--- src/rtl/biriscv_issue_hazard_if.sv ---
// ---------------------------------------------------------------------------
// biriscv_issue_hazard_if
// Issue-side handshake between the decoder and the hazard/forwarding unit.
//   decoded instruction : issue_valid_i, issue_ra_i, issue_rb_i,
//                         issue_rd_valid_i, issue_rd_i,
//                         issue_lsu_i, issue_mul_i, issue_div_i, issue_csr_i
//   issue decision      : issue_accept_o, issue_stall_o
//   forwarded operands  : operand_ra_o, operand_rb_o
// master = decoder side, slave = hazard unit side.
// ---------------------------------------------------------------------------
interface biriscv_issue_hazard_if;
    logic        issue_valid_i;
    logic [4:0]  issue_ra_i;
    logic [4:0]  issue_rb_i;
    logic        issue_rd_valid_i;
    logic [4:0]  issue_rd_i;
    logic        issue_lsu_i;
    logic        issue_mul_i;
    logic        issue_div_i;
    logic        issue_csr_i;
    logic        issue_accept_o;
    logic        issue_stall_o;
    logic [31:0] operand_ra_o;
    logic [31:0] operand_rb_o;

    modport master (
        output issue_valid_i, issue_ra_i, issue_rb_i, issue_rd_valid_i, issue_rd_i,
               issue_lsu_i, issue_mul_i, issue_div_i, issue_csr_i,
        input  issue_accept_o, issue_stall_o, operand_ra_o, operand_rb_o
    );

    modport slave (
        input  issue_valid_i, issue_ra_i, issue_rb_i, issue_rd_valid_i, issue_rd_i,
               issue_lsu_i, issue_mul_i, issue_div_i, issue_csr_i,
        output issue_accept_o, issue_stall_o, operand_ra_o, operand_rb_o
    );
endinterface

--- src/rtl/biriscv_issue_hazard.sv ---
// ---------------------------------------------------------------------------
// biriscv_issue_hazard
// Issue-side hazard detection and operand forwarding.
//   clk_i / rst_ni      : clock, synchronous active-low reset
//   issue (slave)       : decoded instruction in, accept/stall/operands out
//   rf_r*_value_i       : register-file read data
//   *_e1_i / *_e2_i     : destination, kind and result of the E1/E2 stages
//   rd_wb_i/result_wb_i : writeback destination and result
//   pipe_stall_i        : downstream stall
//   squash_i            : flush of E1/E2 (exception/interrupt)
//   div_complete_i      : divider result ready
//   div_busy_o          : divider occupied
//   hazard_stall_cnt_o  : saturating count of cycles lost to RAW hazards
// HAZARD_CNT_INIT sets the value the stall counter takes on reset.
// ---------------------------------------------------------------------------
module biriscv_issue_hazard #(
    parameter bit          SUPPORT_LOAD_BYPASS = 1'b1,
    parameter bit          SUPPORT_MUL_BYPASS  = 1'b1,
    parameter bit          SUPPORT_DIVIDE      = 1'b1,
    parameter logic [31:0] HAZARD_CNT_INIT     = 32'h0000_0000
) (
    input  logic                        clk_i,
    input  logic                        rst_ni,
    biriscv_issue_hazard_if.slave       issue,
    input  logic [31:0]                 rf_ra_value_i,
    input  logic [31:0]                 rf_rb_value_i,
    input  logic [4:0]                  rd_e1_i,
    input  logic                        load_e1_i,
    input  logic                        mul_e1_i,
    input  logic [31:0]                 result_e1_i,
    input  logic [4:0]                  rd_e2_i,
    input  logic                        load_e2_i,
    input  logic                        mul_e2_i,
    input  logic [31:0]                 result_e2_i,
    input  logic [4:0]                  rd_wb_i,
    input  logic [31:0]                 result_wb_i,
    input  logic                        pipe_stall_i,
    input  logic                        squash_i,
    input  logic                        div_complete_i,
    output logic                        div_busy_o,
    output logic [31:0]                 hazard_stall_cnt_o
);

    typedef enum logic [0:0] {
        DIV_IDLE = 1'b0,
        DIV_BUSY = 1'b1
    } div_state_t;

    div_state_t  div_state_r;
    logic [31:0] pending_r;

    logic        e1_ok_s;
    logic        e2_ok_s;
    logic [32:0] fwd_a_s;
    logic [32:0] fwd_b_s;
    logic        hazard_s;
    logic        accept_s;
    logic        tracked_s;
    logic        cnt_inc_s;
    logic [31:0] clr_mask_s;
    logic [31:0] set_mask_s;

    // Returns {hazard, value}. The first stage whose rd matches decides the
    // outcome; an unusable match stalls even if an older stage also matches.
    function automatic logic [32:0] fwd_sel(
        input logic [4:0]  src,
        input logic [31:0] rf_val,
        input logic        pend_bit,
        input logic        e1_ok,
        input logic        e2_ok,
        input logic [4:0]  rd_e1,
        input logic [31:0] res_e1,
        input logic [4:0]  rd_e2,
        input logic [31:0] res_e2,
        input logic [4:0]  rd_wb,
        input logic [31:0] res_wb
    );
        if (src == 5'd0) begin
            fwd_sel = {1'b0, 32'h0000_0000};
        end else if (rd_e1 == src) begin
            fwd_sel = {~e1_ok, res_e1};
        end else if (rd_e2 == src) begin
            fwd_sel = {~e2_ok, res_e2};
        end else if (rd_wb == src) begin
            fwd_sel = {1'b0, res_wb};
        end else begin
            fwd_sel = {pend_bit, rf_val};
        end
    endfunction

    // Forwarding selection, hazard and accept decision.
    always_comb begin
        e1_ok_s   = ~load_e1_i & ~mul_e1_i;
        e2_ok_s   = ~(load_e2_i & ~SUPPORT_LOAD_BYPASS) & ~(mul_e2_i & ~SUPPORT_MUL_BYPASS);
        fwd_a_s   = fwd_sel(issue.issue_ra_i, rf_ra_value_i, pending_r[issue.issue_ra_i],
                            e1_ok_s, e2_ok_s, rd_e1_i, result_e1_i, rd_e2_i, result_e2_i,
                            rd_wb_i, result_wb_i);
        fwd_b_s   = fwd_sel(issue.issue_rb_i, rf_rb_value_i, pending_r[issue.issue_rb_i],
                            e1_ok_s, e2_ok_s, rd_e1_i, result_e1_i, rd_e2_i, result_e2_i,
                            rd_wb_i, result_wb_i);
        hazard_s  = fwd_a_s[32] | fwd_b_s[32];
        // A divide with no divider configured is never accepted.
        accept_s  = rst_ni & issue.issue_valid_i & ~hazard_s & ~div_busy_o & ~pipe_stall_i
                    & ~squash_i & ~(issue.issue_div_i & ~SUPPORT_DIVIDE);
        cnt_inc_s = issue.issue_valid_i & hazard_s & ~pipe_stall_i & ~squash_i;
        tracked_s = issue.issue_rd_valid_i & (issue.issue_rd_i != 5'd0)
                    & (issue.issue_lsu_i | issue.issue_mul_i | issue.issue_div_i | issue.issue_csr_i);
        clr_mask_s = (rd_wb_i != 5'd0) ? (32'h0000_0001 << rd_wb_i) : 32'h0000_0000;
        set_mask_s = (accept_s & tracked_s) ? (32'h0000_0001 << issue.issue_rd_i) : 32'h0000_0000;
    end

    assign div_busy_o           = (div_state_r == DIV_BUSY);
    assign issue.issue_accept_o = accept_s;
    assign issue.issue_stall_o  = rst_ni & (pipe_stall_i | (div_busy_o & ~div_complete_i));
    assign issue.operand_ra_o   = rst_ni ? fwd_a_s[31:0] : 32'h0000_0000;
    assign issue.operand_rb_o   = rst_ni ? fwd_b_s[31:0] : 32'h0000_0000;

    // Pending-destination scoreboard; a same-cycle set beats the WB clear.
    always_ff @(posedge clk_i) begin
        if (!rst_ni) begin
            pending_r <= 32'h0000_0000;
        end else if (squash_i) begin
            pending_r <= 32'h0000_0000;
        end else begin
            pending_r <= (pending_r & ~clr_mask_s) | set_mask_s;
        end
    end

    // Divider occupancy; a completion arriving while idle is ignored.
    always_ff @(posedge clk_i) begin
        if (!rst_ni) begin
            div_state_r <= DIV_IDLE;
        end else begin
            case (div_state_r)
                DIV_IDLE: begin
                    if (accept_s & issue.issue_div_i) begin
                        div_state_r <= DIV_BUSY;
                    end else begin
                        div_state_r <= DIV_IDLE;
                    end
                end
                DIV_BUSY: begin
                    if (div_complete_i | squash_i) begin
                        div_state_r <= DIV_IDLE;
                    end else begin
                        div_state_r <= DIV_BUSY;
                    end
                end
                default: div_state_r <= DIV_IDLE;
            endcase
        end
    end

    // Saturating RAW-hazard stall counter.
    always_ff @(posedge clk_i) begin
        if (!rst_ni) begin
            hazard_stall_cnt_o <= HAZARD_CNT_INIT;
        end else if (cnt_inc_s && (hazard_stall_cnt_o != 32'hFFFF_FFFF)) begin
            hazard_stall_cnt_o <= hazard_stall_cnt_o + 32'd1;
        end else begin
            hazard_stall_cnt_o <= hazard_stall_cnt_o;
        end
    end

endmodule

--- src/flat_wrapper.sv ---
// flat-port wrapper written by rule: the top's interface ports become plain ports
module biriscv_issue_hazard_flat 
#(
    parameter bit          SUPPORT_LOAD_BYPASS = 1'b1,
    parameter bit          SUPPORT_MUL_BYPASS  = 1'b1,
    parameter bit          SUPPORT_DIVIDE      = 1'b1,
    parameter logic [31:0] HAZARD_CNT_INIT     = 32'h0000_0000
)
  (clk_i, rst_ni, rf_ra_value_i, rf_rb_value_i, rd_e1_i, load_e1_i, mul_e1_i, result_e1_i, rd_e2_i, load_e2_i, mul_e2_i, result_e2_i, rd_wb_i, result_wb_i, pipe_stall_i, squash_i, div_complete_i, div_busy_o, hazard_stall_cnt_o, issue_issue_valid_i, issue_issue_ra_i, issue_issue_rb_i, issue_issue_rd_valid_i, issue_issue_rd_i, issue_issue_lsu_i, issue_issue_mul_i, issue_issue_div_i, issue_issue_csr_i, issue_issue_accept_o, issue_issue_stall_o, issue_operand_ra_o, issue_operand_rb_o);
  biriscv_issue_hazard_if issue_i ();
  input  logic clk_i;
  input  logic rst_ni;
  input  logic [31:0] rf_ra_value_i;
  input  logic [31:0] rf_rb_value_i;
  input  logic [4:0] rd_e1_i;
  input  logic load_e1_i;
  input  logic mul_e1_i;
  input  logic [31:0] result_e1_i;
  input  logic [4:0] rd_e2_i;
  input  logic load_e2_i;
  input  logic mul_e2_i;
  input  logic [31:0] result_e2_i;
  input  logic [4:0] rd_wb_i;
  input  logic [31:0] result_wb_i;
  input  logic pipe_stall_i;
  input  logic squash_i;
  input  logic div_complete_i;
  output logic div_busy_o;
  output logic [31:0] hazard_stall_cnt_o;
  input wire logic [$bits(issue_i.issue_valid_i)-1:0] issue_issue_valid_i;
  input wire logic [$bits(issue_i.issue_ra_i)-1:0] issue_issue_ra_i;
  input wire logic [$bits(issue_i.issue_rb_i)-1:0] issue_issue_rb_i;
  input wire logic [$bits(issue_i.issue_rd_valid_i)-1:0] issue_issue_rd_valid_i;
  input wire logic [$bits(issue_i.issue_rd_i)-1:0] issue_issue_rd_i;
  input wire logic [$bits(issue_i.issue_lsu_i)-1:0] issue_issue_lsu_i;
  input wire logic [$bits(issue_i.issue_mul_i)-1:0] issue_issue_mul_i;
  input wire logic [$bits(issue_i.issue_div_i)-1:0] issue_issue_div_i;
  input wire logic [$bits(issue_i.issue_csr_i)-1:0] issue_issue_csr_i;
  output wire logic [$bits(issue_i.issue_accept_o)-1:0] issue_issue_accept_o;
  output wire logic [$bits(issue_i.issue_stall_o)-1:0] issue_issue_stall_o;
  output wire logic [$bits(issue_i.operand_ra_o)-1:0] issue_operand_ra_o;
  output wire logic [$bits(issue_i.operand_rb_o)-1:0] issue_operand_rb_o;
  assign issue_i.issue_valid_i = issue_issue_valid_i;
  assign issue_i.issue_ra_i = issue_issue_ra_i;
  assign issue_i.issue_rb_i = issue_issue_rb_i;
  assign issue_i.issue_rd_valid_i = issue_issue_rd_valid_i;
  assign issue_i.issue_rd_i = issue_issue_rd_i;
  assign issue_i.issue_lsu_i = issue_issue_lsu_i;
  assign issue_i.issue_mul_i = issue_issue_mul_i;
  assign issue_i.issue_div_i = issue_issue_div_i;
  assign issue_i.issue_csr_i = issue_issue_csr_i;
  assign issue_issue_accept_o = issue_i.issue_accept_o;
  assign issue_issue_stall_o = issue_i.issue_stall_o;
  assign issue_operand_ra_o = issue_i.operand_ra_o;
  assign issue_operand_rb_o = issue_i.operand_rb_o;
  biriscv_issue_hazard #(.SUPPORT_LOAD_BYPASS(SUPPORT_LOAD_BYPASS), .SUPPORT_MUL_BYPASS(SUPPORT_MUL_BYPASS), .SUPPORT_DIVIDE(SUPPORT_DIVIDE), .HAZARD_CNT_INIT(HAZARD_CNT_INIT)) u_core (.clk_i(clk_i), .rst_ni(rst_ni), .issue(issue_i), .rf_ra_value_i(rf_ra_value_i), .rf_rb_value_i(rf_rb_value_i), .rd_e1_i(rd_e1_i), .load_e1_i(load_e1_i), .mul_e1_i(mul_e1_i), .result_e1_i(result_e1_i), .rd_e2_i(rd_e2_i), .load_e2_i(load_e2_i), .mul_e2_i(mul_e2_i), .result_e2_i(result_e2_i), .rd_wb_i(rd_wb_i), .result_wb_i(result_wb_i), .pipe_stall_i(pipe_stall_i), .squash_i(squash_i), .div_complete_i(div_complete_i), .div_busy_o(div_busy_o), .hazard_stall_cnt_o(hazard_stall_cnt_o));
endmodule
--- config.mk ---
export PLATFORM = sky130hd
export DESIGN_NAME = biriscv_issue_hazard_flat
export DESIGN_NICKNAME = d
export VERILOG_FILES = /design/src/rtl/biriscv_issue_hazard_if.sv /design/src/rtl/biriscv_issue_hazard.sv /design/src/flat_wrapper.sv
export SDC_FILE = /design/constraint.sdc
export NUM_CORES = 1
export LEC_CHECK = 0
export ABC_AREA = 1
export BUFFER_PORTS_ARGS = -buffer_cell sky130_fd_sc_hd__buf_2
export CAP_MARGIN = 20
export CORE_ASPECT_RATIO = 1.5
export CORE_UTILIZATION = 51
export CTS_BUF_LIST = sky130_fd_sc_hd__clkbuf_4
export DETAILED_ROUTE_END_ITERATION = 6
export PLACE_DENSITY_LB_ADDON = 0.15
export SLEW_MARGIN = 20
export SYNTH_ARGS = -nofsm -noshare
export SYNTH_HDL_FRONTEND = slang
export SYNTH_SLANG_ARGS = --single-unit
--- constraint.sdc ---
create_clock -name clk_i -period 2.2 [get_ports clk_i]
set_clock_uncertainty 0.1 [all_clocks]
set_input_delay 0.33 -clock clk_i [delete_from_list [all_inputs] [get_ports clk_i]]
set_output_delay 0.33 -clock clk_i [all_outputs]
set_load 0.05 [all_outputs]
==> results of run 1 <==
[cell usage after synthesis (9+ instances only)]
master / instances
sky130_fd_sc_hd__buf_2: 14
sky130_fd_sc_hd__buf_6: 11
sky130_fd_sc_hd__o21ai_0: 97
sky130_fd_sc_hd__o211ai_1: 15
sky130_fd_sc_hd__inv_2: 12
sky130_fd_sc_hd__xor2_1: 31
sky130_fd_sc_hd__buf_1: 12
sky130_fd_sc_hd__nor2_1: 206
sky130_fd_sc_hd__nor3_1: 25
sky130_fd_sc_hd__nand2_1: 231
sky130_fd_sc_hd__o31ai_1: 64
sky130_fd_sc_hd__a21oi_1: 128
sky130_fd_sc_hd__nand4_1: 48
sky130_fd_sc_hd__clkbuf_1: 54
sky130_fd_sc_hd__nand3_1: 105
sky130_fd_sc_hd__dfxtp_1: 65
sky130_fd_sc_hd__inv_1: 168
sky130_fd_sc_hd__nor4_1: 9
sky130_fd_sc_hd__xnor2_1: 17
[cells by family after synthesis]
logic type	after synthesis	share of synthesized area [%]
DFF	65	17.6
xor gates and xnor gates	48	5.67
AOI/OAI and AO/OA	307	23.5
and+or+nand+nor	636	37.4
buffers and inverters	278	15.8
adders and majority gates	1	0.169
[per-stage QoR]
stage | hold slack [ps] | setup TNS (ps)
2_1_floorplan | 337 | 0
3_3_place_gp | 359 | -11730
3_5_place_dp | 363 | -14090
4_1_cts | 29.7 | -807
[per-layer routing]
metal	overflow	global-route usage [%]
met1	3	84.7
met2	180	104
met3	2	74.4
met4	121	102
met5	0	33.2
[repair_timing]
action,4_1_cts
resized for setup,314
buffers inserted,24
gates cloned,14
endpoints found under the hold margin,0
endpoints found under the setup margin,65
hold buffers,0
pin swaps,55
==> metrics.log, run 1 <==
INFO  metric outcome = stopped before the end
INFO  metric stop_stage = 5_1_grt
INFO  metric error = [ERROR GRT-0232] Routing congestion too high. Check the congestion heatmap in the GUI.
INFO  metric post_synth_main_area_contributors = sky130_fd_sc_hd__dfxtp_1 18%, sky130_fd_sc_hd__nand2_1 12%, sky130_fd_sc_hd__nor2_1 10%
INFO  metric ys_seq_area_share = 17.6%
INFO  metric synthesis.instances = 1335
INFO  metric root_buffer = sky130_fd_sc_hd__clkbuf_4
INFO  metric cts.path.max_buffers = 2
INFO  metric syn_area_per_cell = 5.55 sq um
INFO  metric dp_worst_setup_slack = -237 ps
INFO  metric asyncSetResetFlopFracSynth = 0%
INFO  metric synth_edf_count = 0
INFO  metric cts_sinks = 65
INFO  metric postSynthNetCount = 1541
INFO  metric ios = 304
INFO  metric effective_utilization_at_floorplan = 52.5%
INFO  metric rows = 53
INFO  metric grt_max_degree = 45
INFO  metric die_h = 150 um
INFO  metric synthesis.area = 7410 sq um
INFO  metric synth_top_flop_cell = sky130_fd_sc_hd__dfxtp_1
INFO  metric die_w = 100 um
INFO  metric worst_endpoint = issue_operand_rb_o[13]
INFO  metric timing.repair.worst_endpoint_type = primary output
INFO  metric gr-total-overflow = 306
INFO  metric htree_num_levels = 3
INFO  metric placement.cell_area = 9670 sq um
INFO  metric port_buffers = 301
INFO  metric yosys_register_bits = 65
INFO  metric gpl.final_weighted_congestion = 1.01
INFO  metric grt_usage = 88.9%
INFO  metric post-place-cells = 1823
INFO  metric synth.distinct_cells = 30
INFO  metric area_share_of_the_largest_cell_type_after_synthesis = 17.6%
INFO  metric synth_warnings = 0
INFO  metric dpl.hpwl = 22500 um
INFO  metric post-synth-top-area-cell = sky130_fd_sc_hd__dfxtp_1
INFO  metric tritoncts.num_buffers = 9
==> run 2: changes to the inputs <==
- CORE_ASPECT_RATIO: 1.5 -> unset
- CORE_UTILIZATION: 51 -> 40
- CTS_BUF_LIST: sky130_fd_sc_hd__clkbuf_4 -> unset
==> run 2 against run 1 <==
  * The flow now finishes, with violations (design-rule violations, negative setup slack)
  * Synthesized cell count did not move
  * Area after synthesis did not move
==> metrics.log, run 2 <==
INFO  metric outcome = finished with violations (was stopped before the end)
INFO  metric failing_checks = design-rule violations, negative setup slack
INFO  metric power_per_cell_area = 369 nW/um^2
INFO  metric dpl.hpwl = 23900 um (was 22500 um)
INFO  metric cts_sinks = 65 (unchanged)
INFO  metric syn_area_per_cell = 5.55 sq um (unchanged)
INFO  metric post_layout_nonfiller_instances = 1952
INFO  metric rsz_0062_raised_after_global_routing = yes
INFO  metric asyncSetResetFlopFracSynth = 0% (unchanged)
INFO  metric report.final.hold_viol_count = 0
INFO  metric area_growth_syn_to_layout = 77.6%
INFO  metric dp_worst_setup_slack = -313 ps (was -237 ps)
INFO  metric most_common_cell_after_layout_fill_and_taps_aside = sky130_fd_sc_hd__buf_2
INFO  metric antenna_violations_before_repair = 9
INFO  metric critical_path_top_delay_cell = sky130_fd_sc_hd__o31ai_1
INFO  metric grt_max_degree = 34
INFO  metric route.detailed.wl_per_inst = 18.0 um
INFO  metric crit_path_max_incr_delay = 250 ps
INFO  metric floorplan.die_area = 19100 sq um
INFO  metric r2r_setup_slack = -90 ps
INFO  metric final_min_period_over_clock_period = 108%
INFO  metric worstRegToRegCells = 14
INFO  metric tritoncts.num_buffers = 9 (unchanged)
INFO  metric post-place-cells = 1874 (was 1823)
INFO  metric cp_cell_sequence = buf_8 > xnor2_1 > nand3_2 > nor2_4 > buf_12 > buf_4 > nor2_1 > o31ai_1 > o21ai_1 > inv_2 > buf_4
INFO  metric placement.cell_area = 9800 sq um (was 9670 sq um)
INFO  metric layout.cell_area.non_filler = 13200 sq um
INFO  metric detail_route.wirelength = 35100 um
INFO  metric die_h = 138 um (was 150 um)
INFO  metric worst_path_dominant_cell_family = buffers and inverters
INFO  metric drive_gt1_share = 47.5%
INFO  metric port_buffers = 301 (unchanged)
INFO  metric synth_edf_count = 0 (unchanged)
INFO  metric critical_path_arrival = 1940 ps
INFO  metric worst_hold_path_type = input pin to register
INFO  metric slew_headroom = 68.5%
INFO  metric postSynthNetCount = 1541 (unchanged)
INFO  metric synth_warnings = 0 (unchanged)
INFO  metric htree_num_levels = 3 (unchanged)
INFO  metric drt_first_iter_violations = 712
INFO  metric crit_fanout = 11
INFO  metric holdPathEnd = u_core.div_busy_o$_SDFF_PN0_
INFO  metric route.detailed.vias_per_inst = 5.61
INFO  metric detailroute.via_count = 11000
INFO  metric cts_hold_repair.buffers = 0 (unchanged)
INFO  metric nNetsFinal = 1915
INFO  metric crit_cells = 11
INFO  metric r2r-end = u_core.hazard_stall_cnt_o[12]$_SDFFE_PN0P_
INFO  metric insertion_delay = 330 ps
INFO  metric detail-route-antenna-nets = 0
INFO  metric area_share_of_the_largest_cell_type_after_synthesis = 17.6% (unchanged)
INFO  metric synthesis.area = 7410 sq um (unchanged)
INFO  metric holdCritStartpoint = issue_issue_div_i
INFO  metric first_global_vias = 9703
INFO  metric crit_path_setup_slack_layout = -169 ps
INFO  metric layout_common_cells = 223 x sky130_fd_sc_hd__buf_2, 193 x sky130_fd_sc_hd__nand2_1, 136 x sky130_fd_sc_hd__nor2_1
INFO  metric report.final.setup_viol = 96
INFO  metric cts.path.max_buffers = 2 (unchanged)
INFO  metric achievable-frequency = 422 MHz
INFO  metric ios = 304 (unchanged)
INFO  metric setup.worst_path.start_class = input pin
INFO  metric cp_num_buf_inv = 5
INFO  metric die_w = 138 um (was 100 um)
INFO  metric core_region_area = 18100 sq um
INFO  metric timing.hold.worst_path_depth = 3
INFO  metric slew_viol_final = 0
INFO  metric power.ir.vdd_worst = 0.583 mV
INFO  metric synth.distinct_cells = 30 (unchanged)
INFO  metric grt_usage = 33.4%
INFO  metric worst-setup-path-type = input pin to primary output
INFO  metric gpl.final_weighted_congestion = 1.04 (was 1.01)
INFO  metric max_cap_viol_count = 0
INFO  metric first_pass_iters = 7
INFO  metric post-route-min-period = 2370 ps
INFO  metric tightest_slew = 472 ps
INFO  metric rows = 49 (was 53)
INFO  metric cp-end-kind = primary output
INFO  metric post_synth_main_area_contributors = sky130_fd_sc_hd__dfxtp_1 18%, sky130_fd_sc_hd__nand2_1 12%, sky130_fd_sc_hd__nor2_1 10% (unchanged)
INFO  metric required = 1770 ps
INFO  metric post-synth-top-area-cell = sky130_fd_sc_hd__dfxtp_1 (unchanged)
INFO  metric cts_tree = done
INFO  metric path_common_cell = sky130_fd_sc_hd__buf_4
INFO  metric root_buffer = sky130_fd_sc_hd__clkbuf_16 (was sky130_fd_sc_hd__clkbuf_4)
INFO  metric clock_pin_slew_on_the_worst_setup_and_hold_paths = 50 ps
INFO  metric drt_drc_violations_left = 59
INFO  metric ys_seq_area_share = 17.6% (unchanged)
INFO  metric yosys_register_bits = 65 (unchanged)
INFO  metric ys_top_cells_by_count = 231 x sky130_fd_sc_hd__nand2_1, 206 x sky130_fd_sc_hd__nor2_1, 168 x sky130_fd_sc_hd__inv_1, 128 x sky130_fd_sc_hd__a21oi_1, 105 x sky130_fd_sc_hd__nand3_1 (unchanged)
INFO  metric gr-total-overflow = 0
INFO  metric most_frequent_cell_after_synthesis = sky130_fd_sc_hd__nand2_1 (unchanged)
INFO  metric cellLeakagePower = 5.91 nW
INFO  metric synth_top_flop_cell = sky130_fd_sc_hd__dfxtp_1 (unchanged)
INFO  metric grt_first_pass_wirelength = 51200 um
INFO  metric effective_utilization_at_floorplan = 41.0% (was 52.5%)
INFO  metric synthesis.instances = 1335 (unchanged)
INFO  metric reg2reg_from = u_core.hazard_stall_cnt_o[1]$_SDFFE_PN0P_
run 2: power breakdown:
group	switching [W]	internal (W)
registers	0.00000258	0.00118
clock network	0.000504	0.000922
logic	0.00131	0.000944
total	0.00182	0.00304
run 2: worst reg2reg max path: stages, from the launching register on:
cell	delay (ps)
sky130_fd_sc_hd__dfxtp_4	350
sky130_fd_sc_hd__ha_4	140
sky130_fd_sc_hd__nand2_2	60
sky130_fd_sc_hd__inv_2	70
sky130_fd_sc_hd__nand2_4	50
sky130_fd_sc_hd__nor2_4	110
sky130_fd_sc_hd__nand3_2	70
sky130_fd_sc_hd__nor2_2	140
sky130_fd_sc_hd__nand3_2	110
sky130_fd_sc_hd__nor3_4	250
sky130_fd_sc_hd__nand3_2	160
sky130_fd_sc_hd__nand3_4	200
sky130_fd_sc_hd__clkbuf_16	220
sky130_fd_sc_hd__nand2_1	60
sky130_fd_sc_hd__a21oi_1	120
run 2: cell type report:
class / instances / area, sq um
diodes: 9 / 22.5
clock buffers: 15 / 299
clock inverters: 1 / 5.00
fillers: 1449 / 4930
inverters: 181 / 719
multi-input cells: 992 / 6280
flip-flops and latches: 65 / 1320
well taps: 229 / 287
repair buffers: 460 / 4220
run 2: worst max path at each step:
stage                        endpoint  slack [ps]           startpoint
3_3_place_gp   issue_operand_ra_o[28]        -310           rd_wb_i[2]
5_1_grt        issue_operand_rb_o[12]        -300           rd_wb_i[2]
3_5_place_dp    issue_operand_ra_o[7]        -310           rd_wb_i[2]
6_report       issue_operand_rb_o[12]        -170           rd_wb_i[2]
2_1_floorplan   issue_operand_ra_o[1]         0.2  issue_issue_ra_i[2]
4_1_cts         issue_operand_ra_o[7]        -140           rd_wb_i[2]
run 2: what timing repair did:
item	CTS	global route
setup buffers	15	17
cloned	16	7
setup endpoints to repair	66	96
gates resized for setup	412	263
pin swaps	58	113
run 2: layer usage:
| layer | wire length (um) | vias up | part of all wire [%] | GRT usage (%) |
|---|---|---|---|---|
| met3 | 2370 | 131 | 6.7 | 3.60 |
| met5 | 0 | - | 0 | 0 |
| met4 | 1840 | 0 | 5.2 | 17.7 |
| met1 | 13800 | 5063 | 39 | 41.4 |
| li1 | - | 5190 | - | - |
| met2 | 17100 | 570 | 49 | 57.0 |
run 2: metrics by stage:
stage	util, %	total power [W]	TNS (ps)	hold slack, ps
after floorplan	-	0.00222	0	337
after global placement	54.2	0.00281	-21500	367
after detailed placement	54.2	0.00281	-23230	369
after CTS	65.3	0.00463	-3510	114
after global routing	72.8	0.00505	-18170	148
final	72.8	0.00486	-6910	124
run 2: cell families after synthesis:
| logic type | count (synthesis) | synth area share (%) |
|---|---|---|
| AND/OR/NAND/NOR | 636 | 37.4 |
| buffers and inverters | 278 | 15.8 |
| XOR/XNOR | 48 | 5.67 |
| flip-flops | 65 | 17.6 |
| AO/OA/AOI/OAI | 307 | 23.5 |
| adder cells (fa/ha/maj) | 1 | 0.169 |
Power figures use the tool's default switching activity.
